$ cat config.mk
export PLATFORM = sky130hd
export DESIGN_NAME = mips_muldiv
export DESIGN_NICKNAME = d
export VERILOG_FILES = /design/src/rtl/mips_pkg.sv /design/src/rtl/mips_sign_fix.sv /design/src/rtl/mips_muldiv.sv
export SDC_FILE = /design/constraint.sdc
export NUM_CORES = 1
export LEC_CHECK = 0
export BUFFER_PORTS_ARGS = -buffer_cell sky130_fd_sc_hd__buf_2
export CELL_PAD_IN_SITES_DETAIL_PLACEMENT = 0
export CELL_PAD_IN_SITES_GLOBAL_PLACEMENT = 2
export CORE_AREA = 4 4 209 211
export DETAILED_ROUTE_END_ITERATION = 16
export DIE_AREA = 0 0 213 215
export GPL_TIMING_DRIVEN = 0
export PLACE_DENSITY_LB_ADDON = 0.08
export SYNTH_ARGS = -nofsm -noshare
export SYNTH_HDL_FRONTEND = slang
export SYNTH_SLANG_ARGS = --single-unit
$ cat constraint.sdc
create_clock -name clk -period 4.75 [get_ports clk]
set_clock_uncertainty 0.05 [all_clocks]
set_input_delay 1.425 -clock clk [delete_from_list [all_inputs] [get_ports clk]]
set_output_delay 1.425 -clock clk [all_outputs]
set_load 0.02 [all_outputs]
$ cat src/rtl/mips_pkg.sv
// Shared MIPS definitions: primary opcodes, SPECIAL funct codes, and the
// HI/LO multiply-divide unit's operation and state encodings.
package mips_pkg;

  typedef enum logic [5:0] {
    OPC_SPECIAL = 6'b000000,
    OPC_REGIMM  = 6'b000001,
    OPC_J       = 6'b000010,
    OPC_JAL     = 6'b000011,
    OPC_BEQ     = 6'b000100,
    OPC_BNE     = 6'b000101,
    OPC_ADDIU   = 6'b001001,
    OPC_LW      = 6'b100011,
    OPC_SW      = 6'b101011
  } opcode_t;

  typedef enum logic [5:0] {
    FN_SLL   = 6'b000000,
    FN_JR    = 6'b001000,
    FN_MFHI  = 6'b010000,
    FN_MTHI  = 6'b010001,
    FN_MFLO  = 6'b010010,
    FN_MTLO  = 6'b010011,
    FN_MULT  = 6'b011000,
    FN_MULTU = 6'b011001,
    FN_DIV   = 6'b011010,
    FN_DIVU  = 6'b011011,
    FN_ADDU  = 6'b100001,
    FN_SUBU  = 6'b100011,
    FN_AND   = 6'b100100,
    FN_OR    = 6'b100101
  } funct_t;

  typedef enum logic [2:0] {
    MD_MULT  = 3'd0,
    MD_MULTU = 3'd1,
    MD_DIV   = 3'd2,
    MD_DIVU  = 3'd3,
    MD_MTHI  = 3'd4,
    MD_MTLO  = 3'd5,
    MD_NOP6  = 3'd6,
    MD_NOP7  = 3'd7
  } md_op_t;

  typedef enum logic [1:0] {
    ST_IDLE,
    ST_MUL,
    ST_DIV,
    ST_FIN
  } md_state_t;

endpackage

$ cat src/rtl/mips_sign_fix.sv
// Combinational two's-complement conditional negation of a word pair; zero latency, no flow control.
// joint=1 treats {x_hi,x_lo} as one double-width value negated by neg_hi; joint=0 negates each half on its own.
module mips_sign_fix #(
  parameter int WIDTH = 32
) (
  input  logic [WIDTH-1:0] x_hi,
  input  logic [WIDTH-1:0] x_lo,
  input  logic             joint,
  input  logic             neg_hi,
  input  logic             neg_lo,
  output logic [WIDTH-1:0] y_hi,
  output logic [WIDTH-1:0] y_lo
);

  logic [2*WIDTH-1:0] pair;
  logic [2*WIDTH-1:0] pair_neg;

  always_comb begin
    pair     = {x_hi, x_lo};
    pair_neg = -pair;
    y_hi     = neg_hi ? -x_hi : x_hi;
    y_lo     = neg_lo ? -x_lo : x_lo;
    if (joint) begin
      {y_hi, y_lo} = neg_hi ? pair_neg : pair;
    end
  end

endmodule

$ cat src/rtl/mips_muldiv.sv
// Iterative HI/LO multiply/divide unit: WIDTH+1 cycles per MULT/DIV, 1 for divide-by-zero, MTHI/MTLO immediate.
// No backpressure: start is only taken in IDLE; busy tells the pipeline to stall MFHI/MFLO.
module mips_muldiv
  import mips_pkg::*;
#(
  parameter int WIDTH = 32,
  parameter int OP_W  = 3
) (
  input  logic             clk,
  input  logic             reset,
  input  logic             start,
  input  logic [OP_W-1:0]  op,
  input  logic [WIDTH-1:0] a,
  input  logic [WIDTH-1:0] b,
  input  logic             flush,
  output logic             busy,
  output logic             done,
  output logic             div_by_zero,
  output logic [WIDTH-1:0] hi,
  output logic [WIDTH-1:0] lo
);

  localparam int CNT_W = $clog2(WIDTH);

  md_state_t        state_q, state_d;
  logic [CNT_W-1:0] cnt_q;
  logic [WIDTH-1:0] acc_q, sh_q, mb_q;
  logic             mul_q, zero_q, neg_q, neg_rem_q;

  logic is_mul, is_div, is_signed, is_mthi, is_mtlo;
  logic ld_md, ld_hi, ld_lo, step, fin;

  logic [WIDTH-1:0] mag_a, mag_b, res_hi, res_lo;
  logic [WIDTH:0]   mul_sum, rem_sh, trial;

  always_comb begin
    is_mul    = (op == OP_W'(MD_MULT)) || (op == OP_W'(MD_MULTU));
    is_div    = (op == OP_W'(MD_DIV))  || (op == OP_W'(MD_DIVU));
    is_signed = (op == OP_W'(MD_MULT)) || (op == OP_W'(MD_DIV));
    is_mthi   = (op == OP_W'(MD_MTHI));
    is_mtlo   = (op == OP_W'(MD_MTLO));
  end

  mips_sign_fix #(.WIDTH(WIDTH)) u_operand_fix (
    .x_hi   (a),
    .x_lo   (b),
    .joint  (1'b0),
    .neg_hi (is_signed & a[WIDTH-1]),
    .neg_lo (is_signed & b[WIDTH-1]),
    .y_hi   (mag_a),
    .y_lo   (mag_b)
  );

  // Multiply negates the whole {hi,lo} product; divide fixes quotient and remainder separately.
  mips_sign_fix #(.WIDTH(WIDTH)) u_result_fix (
    .x_hi   (acc_q),
    .x_lo   (sh_q),
    .joint  (mul_q),
    .neg_hi (mul_q ? neg_q : neg_rem_q),
    .neg_lo (neg_q),
    .y_hi   (res_hi),
    .y_lo   (res_lo)
  );

  always_ff @(posedge clk) begin
    if (reset) state_q <= ST_IDLE;
    else       state_q <= state_d;
  end

  always_comb begin
    state_d = state_q;
    ld_md   = 1'b0;
    ld_hi   = 1'b0;
    ld_lo   = 1'b0;
    step    = 1'b0;
    fin     = 1'b0;
    case (state_q)
      ST_IDLE: begin
        if (start && !flush) begin
          if (is_mul) begin
            ld_md   = 1'b1;
            state_d = ST_MUL;
          end else if (is_div) begin
            ld_md   = 1'b1;
            state_d = (b == '0) ? ST_FIN : ST_DIV;
          end else begin
            ld_hi = is_mthi;
            ld_lo = is_mtlo;
          end
        end
      end
      ST_MUL, ST_DIV: begin
        if (flush) begin
          state_d = ST_IDLE;
        end else begin
          step = 1'b1;
          if (cnt_q == CNT_W'(WIDTH - 1)) state_d = ST_FIN;
        end
      end
      default: begin
        state_d = ST_IDLE;
        fin     = !flush;
      end
    endcase
  end

  // Shift-add keeps {acc,sh} as {partial product, remaining multiplier};
  // restoring divide keeps {acc,sh} as {partial remainder, dividend/quotient}.
  always_comb begin
    mul_sum = {1'b0, acc_q} + (sh_q[0] ? {1'b0, mb_q} : '0);
    rem_sh  = {acc_q, sh_q[WIDTH-1]};
    trial   = rem_sh - {1'b0, mb_q};
  end

  always_ff @(posedge clk) begin
    if (reset) begin
      busy        <= 1'b0;
      done        <= 1'b0;
      div_by_zero <= 1'b0;
      hi          <= '0;
      lo          <= '0;
      cnt_q       <= '0;
      acc_q       <= '0;
      sh_q        <= '0;
      mb_q        <= '0;
      mul_q       <= 1'b0;
      zero_q      <= 1'b0;
      neg_q       <= 1'b0;
      neg_rem_q   <= 1'b0;
    end else begin
      busy        <= (state_d == ST_MUL) || (state_d == ST_DIV);
      done        <= fin;
      div_by_zero <= fin & zero_q;
      if (ld_hi) hi <= a;
      if (ld_lo) lo <= a;
      if (ld_md) begin
        cnt_q     <= '0;
        acc_q     <= '0;
        sh_q      <= is_mul ? mag_b : mag_a;
        mb_q      <= is_mul ? mag_a : mag_b;
        mul_q     <= is_mul;
        zero_q    <= is_div && (b == '0);
        neg_q     <= is_signed & (a[WIDTH-1] ^ b[WIDTH-1]);
        neg_rem_q <= is_signed & a[WIDTH-1];
      end
      if (step) begin
        cnt_q <= cnt_q + CNT_W'(1);
        if (state_q == ST_MUL) begin
          {acc_q, sh_q} <= {mul_sum, sh_q[WIDTH-1:1]};
        end else if (!trial[WIDTH]) begin
          acc_q <= trial[WIDTH-1:0];
          sh_q  <= {sh_q[WIDTH-2:0], 1'b1};
        end else begin
          acc_q <= rem_sh[WIDTH-1:0];
          sh_q  <= {sh_q[WIDTH-2:0], 1'b0};
        end
      end
      if (fin && !zero_q) begin
        hi <= res_hi;
        lo <= res_lo;
      end
    end
  end

endmodule

# Word level (Yosys, flattened, before mapping)
# Index checks and enable logic that the tools add are counted.
# Widths: inputs -> output; s select.
# word_totals
register_bits,174
input_bits,71
out_inout_bits,67
elab_cells,101
# classes
addsub,8
n_eq_ne,10
mux,47
bitwise,5
reduce_logical,17
# ops
cell,n
$mux 32,20
$neg 32->32,4
$mux 64,1
$neg 64->64,1
$add 32x32->33,1
$sub 33x32->33,1
$logic_not 32->1,1
$mux 1,18
$mux 2,5
$mux 5,2
$eq 3x2->1 const B,2
$eq 3x3->1 const B,2
$reduce_bool 2->1,3
$add 5x1->5 const B,1
$eq 5x5->1 const B,1
$and 1x1->1,4
$eq 2x1->1 const B,2
$eq 2x2->1 const B,2
$logic_or 1x1->1,4
$pmux 2 s2,1
$eq 3x1->1 const B,1
$logic_and 1x1->1,3
$logic_not 3->1,1
$reduce_or 3->1,1
4 further kinds,5

# Longest topological paths before layout
# logic_depth
depth_word,8
depth_mapped,15

# Hierarchy
# Synthesis repeated with hierarchy kept, for this count alone.
# hier_totals
hier_cells,2033
area_unflattened_um2,15493.6
# by_module_without_submodules
mod,n_inst,cells_per_inst,area_each_um2,seq_area_each_um2
mips_muldiv,1,1567,12330.6,3483.3
mips_sign_fix,2,233,1581.5,0.0

# Worst setup path before layout
# Ideal clock, no wire load.
# synth_path
kind,input-to-reg
start,in b[17]
end,reg sh_q[28]
setup_ns,0.095
arrival_time_ns,3.597
slack_ns,1.008
stages,10
path_buffers,0
cell_sequence,or3_1 or3_1 nor4_1 nand4b_1 o21ai_0 xnor2_1 nor2_1 a211oi_1 a21oi_1 a221oi_1
# synth_between
elab_chain_len,5
# synth_rtl
element,line,text
start: declaration,mips_muldiv.sv:14,"input logic [WIDTH-1:0] b,"
$neg 32->32,mips_sign_fix.sv:22,y_lo = neg_lo ? -x_lo : x_lo;
$mux 32,mips_sign_fix.sv:22,
$mux 32,mips_muldiv.sv:139,sh_q <= is_mul ? mag_b : mag_a;
$mux 32,mips_muldiv.sv:136,if (ld_md) begin
$mux 32,mips_muldiv.sv:146,if (step) begin
end signal: assignment,mips_muldiv.sv:139,
end signal: assignment,mips_muldiv.sv:149,"{acc_q, sh_q} <= {mul_sum, sh_q[WIDTH-1:1]};"
end signal: assignment,mips_muldiv.sv:152,"sh_q <= {sh_q[WIDTH-2:0], 1'b1};"
end: declaration,mips_muldiv.sv:27,"logic [WIDTH-1:0] acc_q, sh_q, mb_q;"
# No other way between the ends. The select of a mux whose other input is x is not followed.
# A chain may end at the register's enable or synchronous reset.

# Final worst setup path
# layout_path
start,reg sh_q[0]
end,reg acc_q[24]
# layout_between
elab_chain_len,4
# layout_rtl
element,line,text
$mux 32,mips_muldiv.sv:110,"mul_sum = {1'b0, acc_q} + (sh_q[0] ? {1'b0, mb_q} : '0);"
$add 32x32->33,mips_muldiv.sv:110,
$mux 32,mips_muldiv.sv:148,if (state_q == ST_MUL) begin
$mux 32,mips_muldiv.sv:146,
end signal: assignment,mips_muldiv.sv:149,
end signal: assignment,mips_muldiv.sv:151,acc_q <= trial[WIDTH-1:0];
end signal: assignment,mips_muldiv.sv:154,acc_q <= rem_sh[WIDTH-1:0];
end: declaration,mips_muldiv.sv:27,
# No other way between the ends.

==> results.py <==
metrics = {
    "place": {
        "io_buffers": 134,
        "detailedPlace.worstSlack_ps": -4.54,
        "placed_area_um2": 15900,
        "hpwlAfterDp_um": 56600,
        "gp_congestion": 0.988,
    },
    "timing": {
        "hold_viol": 0,
        "period_needed_ps": 4490,
        "fin_ws_ps": 264,
        "max_freq_mhz": 223,
        "worst_slew_pin_slew_ps": 1410,
        "rsz0062_at_grt": "false",
        "finalCritPeriodShare_pct": 94.4,
        "maxSlewViolCount": 0,
        "slew_headroom_pct": 6.00,
        "setup_viol_count_final": 0,
    },
    "worst_hold_path": {
        "holdCritPathClass": "flop to flop",
    },
    "pwr": {
        "p_leak_nw": 6.69,
        "cellPowerDensity_nw_per_um2": 270,
        "ir_worst_vdd_mv": 0.273,
    },
    "routing": {
        "routed_wirelength_um": 69600,
        "drtPass1Iterations": 7,
        "via_per_inst": 5.92,
        "first_iter_violations": 1363,
        "ant_nets": 0,
        "drc_errors": 0,
        "vias": 15500,
        "drt-wirelength-per-cell_um": 26.6,
    },
    "clock_network": {
        "clkSlewWorstSetupHoldPaths_ps": 80,
        "cts_setup_buffers": 0,
        "htreeDepth": 4,
        "cts_hold_buf": 0,
        "clk_latency_ps": 470,
        "cts_tree": "done",
        "cts_buffer_depth": 2,
        "cts_root_buf": "clkbuf_16",
        "cts.sinks": 174,
        "cts_buffers": 17,
    },
    "yosys": {
        "ys_seq_elements": 174,
        "ys.flop_type": "dfxtp_1",
        "syn_avg_cell_area_um2": 7.60,
        "yosysWarningCount": 0,
        "synth_fp_nets": 2059,
        "synth_cell_types": 85,
        "syn_inst": 1913,
        "synth-edff-count": 0,
        "syn_area_um2": 14500,
        "ys_seq_area_share_pct": 24.0,
        "async_reset_ff_share_pct": 0,
    },
    "die": {
        "dieHeight_um": 215,
        "start_util_pct": 34.8,
        "io_pins": 138,
        "row_count": 75,
        "core_um2": 41800,
        "fp.dieArea_um2": 45800,
        "fp.dieW_um": 213,
    },
    "global_route": {
        "grt_pass1_vias": 14900,
        "grt_start_max_net_pins": 17,
        "grt_antenna_before_repair": 0,
        "grt.overflow.total": 0,
        "grt_pass1_wl_um": 101000,
        "grt_util_all_layers_pct": 29.5,
    },
    "cells_and_area": {
        "design_area_um2": 16400,
        "antennaDiodeCount": 0,
        "drive_gt1_share_pct": 9.67,
        "final_common_cell": "nor2_1",
        "fin_nets": 2212,
        "area_delta_synth_final_pct": 13.1,
        "layout_common_cells": "nor2_1 (215), a21oi_1 (180), dfxtp_1 (173)",
    },
    "setup_path": {
        "cp.required_ps": 5060,
        "cpMaxStageDelayCell": "o32ai_2",
        "cp_common_cell": "nor2_1",
        "cp-start-kind": "flop",
        "crit_chain": "inv_1 -> clkbuf_1 -> nor2_1 -> ha_1 -> a21o_1 -> a211o_1 -> o21ai_0 -> nor2_1 -> o32ai_2 -> a21oi_1 -> a31oi_1 -> xor2_1 -> mux2i_1 -> a22o_1",
        "critPathKind": "flop to flop",
        "end_kind": "flop",
        "crit_path_max_incr_delay_ps": 540,
        "crit_fanout": 10,
        "cp.arrival_ps": 4800,
    },
    "status": {
        "run_status": "finished, final reports clean",
    },
    "flow_run": {
        "max-cap-violations": 0,
    },
}
[cell type report]
type                       count  area (um^2)
clock buffer                  20          447
clock inverter                11          106
multi-input combinational   1546        10300
fill                        4493        25300
sequential                   174         3480
inverter                      68          255
tap                          539          674
buffer                       125          493
timing repair buffer         134          671
[cells in the mapped netlist (6+ instances only)]
master	instances	share of area (%)
nor2b_1	17	0.73
o41ai_1	14	0.84
o31ai_1	22	1.1
buf_1	17	0.44
nor3_1	33	1.1
a31oi_1	20	0.86
o21bai_1	6	0.31
dfxtp_1	174	24
xnor2_1	98	5.9
ha_1	73	6.3
and3_1	13	0.56
nand2b_1	30	1.3
o21ai_0	86	3.0
a311oi_1	6	0.36
nand3_1	20	0.69
nor2_1	215	5.5
o211ai_1	47	2.4
buf_2	6	0.21
nor4_1	10	0.43
xor2_1	69	4.2
a22oi_1	11	0.57
a21oi_1	180	6.2
and2_1	11	0.47
o22ai_1	22	0.95
a21o_1	33	1.7
a22o_1	6	0.36
o21a_1	13	0.67
a211oi_1	82	4.2
or3_1	14	0.60
inv_1	67	1.7
o221ai_1	11	0.66
nand4_1	6	0.26
or4_1	9	0.46
mux2i_1	104	7.2
a221oi_1	11	0.66
nand2_1	166	4.3
or2_2	7	0.30
clkbuf_1	100	2.6
[registers in the layout (all words and copies together), names as in the netlist]
signal       count
neg_rem_q        1
sh_q            32
mul_q            1
zero_q           1
hi              32
busy             1
state_q          2
mb_q            32
acc_q           32
neg_q            1
cnt_q            5
done             1
lo              32
div_by_zero      1
[critical path: cells and delay by family, from the launching register on]
kind	cells	cell delay (ps)
XOR/XNOR	1	270
AO/OA/AOI/OAI	7	2140
multiplexers	1	120
buffers and inverters	2	770
AND/OR/NAND/NOR	2	260
adder cells (fa/ha/maj)	1	360
flip-flops	1	420
[power by group]
group / leakage [nW] / total, W / internal (W) / switching (W)
Sequential: 1.41 / 0.00157 / 0.00150 / 0.0000711
Combinational: 5.02 / 0.00144 / 0.000483 / 0.000953
Clock: 0.264 / 0.00143 / 0.000739 / 0.000695
Total: 6.69 / 0.00445 / 0.00273 / 0.00172
[cells by family after synthesis]
kind of cell             after synthesis  synth area share, %
AO/OA/AOI/OAI                        620                 28.4
AND/OR/NAND/NOR                      579                 18.7
buffers and inverters                193                 5.14
flip-flops                           174                 24.0
XOR/XNOR                             167                 10.1
multiplexers                         105                 7.24
adder cells (fa/ha/maj)               75                 6.56
[metrics by stage]
stage	setup TNS, ps	hold WS (ps)	std cells	total power, W	util, %
2_1_floorplan	0	382	1913	0.00249	-
3_3_place_gp	0	393	2586	0.00302	38.0
3_5_place_dp	-4.54	394	2586	0.00302	38.0
4_1_cts	0	410	2617	0.00444	39.4
5_1_grt	0	430	2617	0.00461	39.4
6_report	0	411	2617	0.00445	39.4
[what timing repair did]
item	in CTS	in global routing
endpoints found under the setup margin	1	8
gates resized for setup	1	2
hold endpoints to repair	0	0
[layer usage]
metal  track usage [%]  wire, um  vias up  share of wire [%]
li1                  -         -     7265                  -
met1              38.2     30100     7612                 43
met2              49.8     33400      508                 48
met3              2.63      2850      113                4.1
met4              13.0      3260        0                4.7
met5                 0         0        -                  0
[worst paths after layout]
path	from	endpoint	slack, ps	cells past startpoint
max	sh_q[0]	acc_q[24]	260	14
min	mb_q[16]	mb_q[16]	410	2
max reg2reg	sh_q[0]	acc_q[24]	260	14
min reg2reg	mb_q[16]	mb_q[16]	410	2
Note: power is estimated with default switching activity, not from simulation.
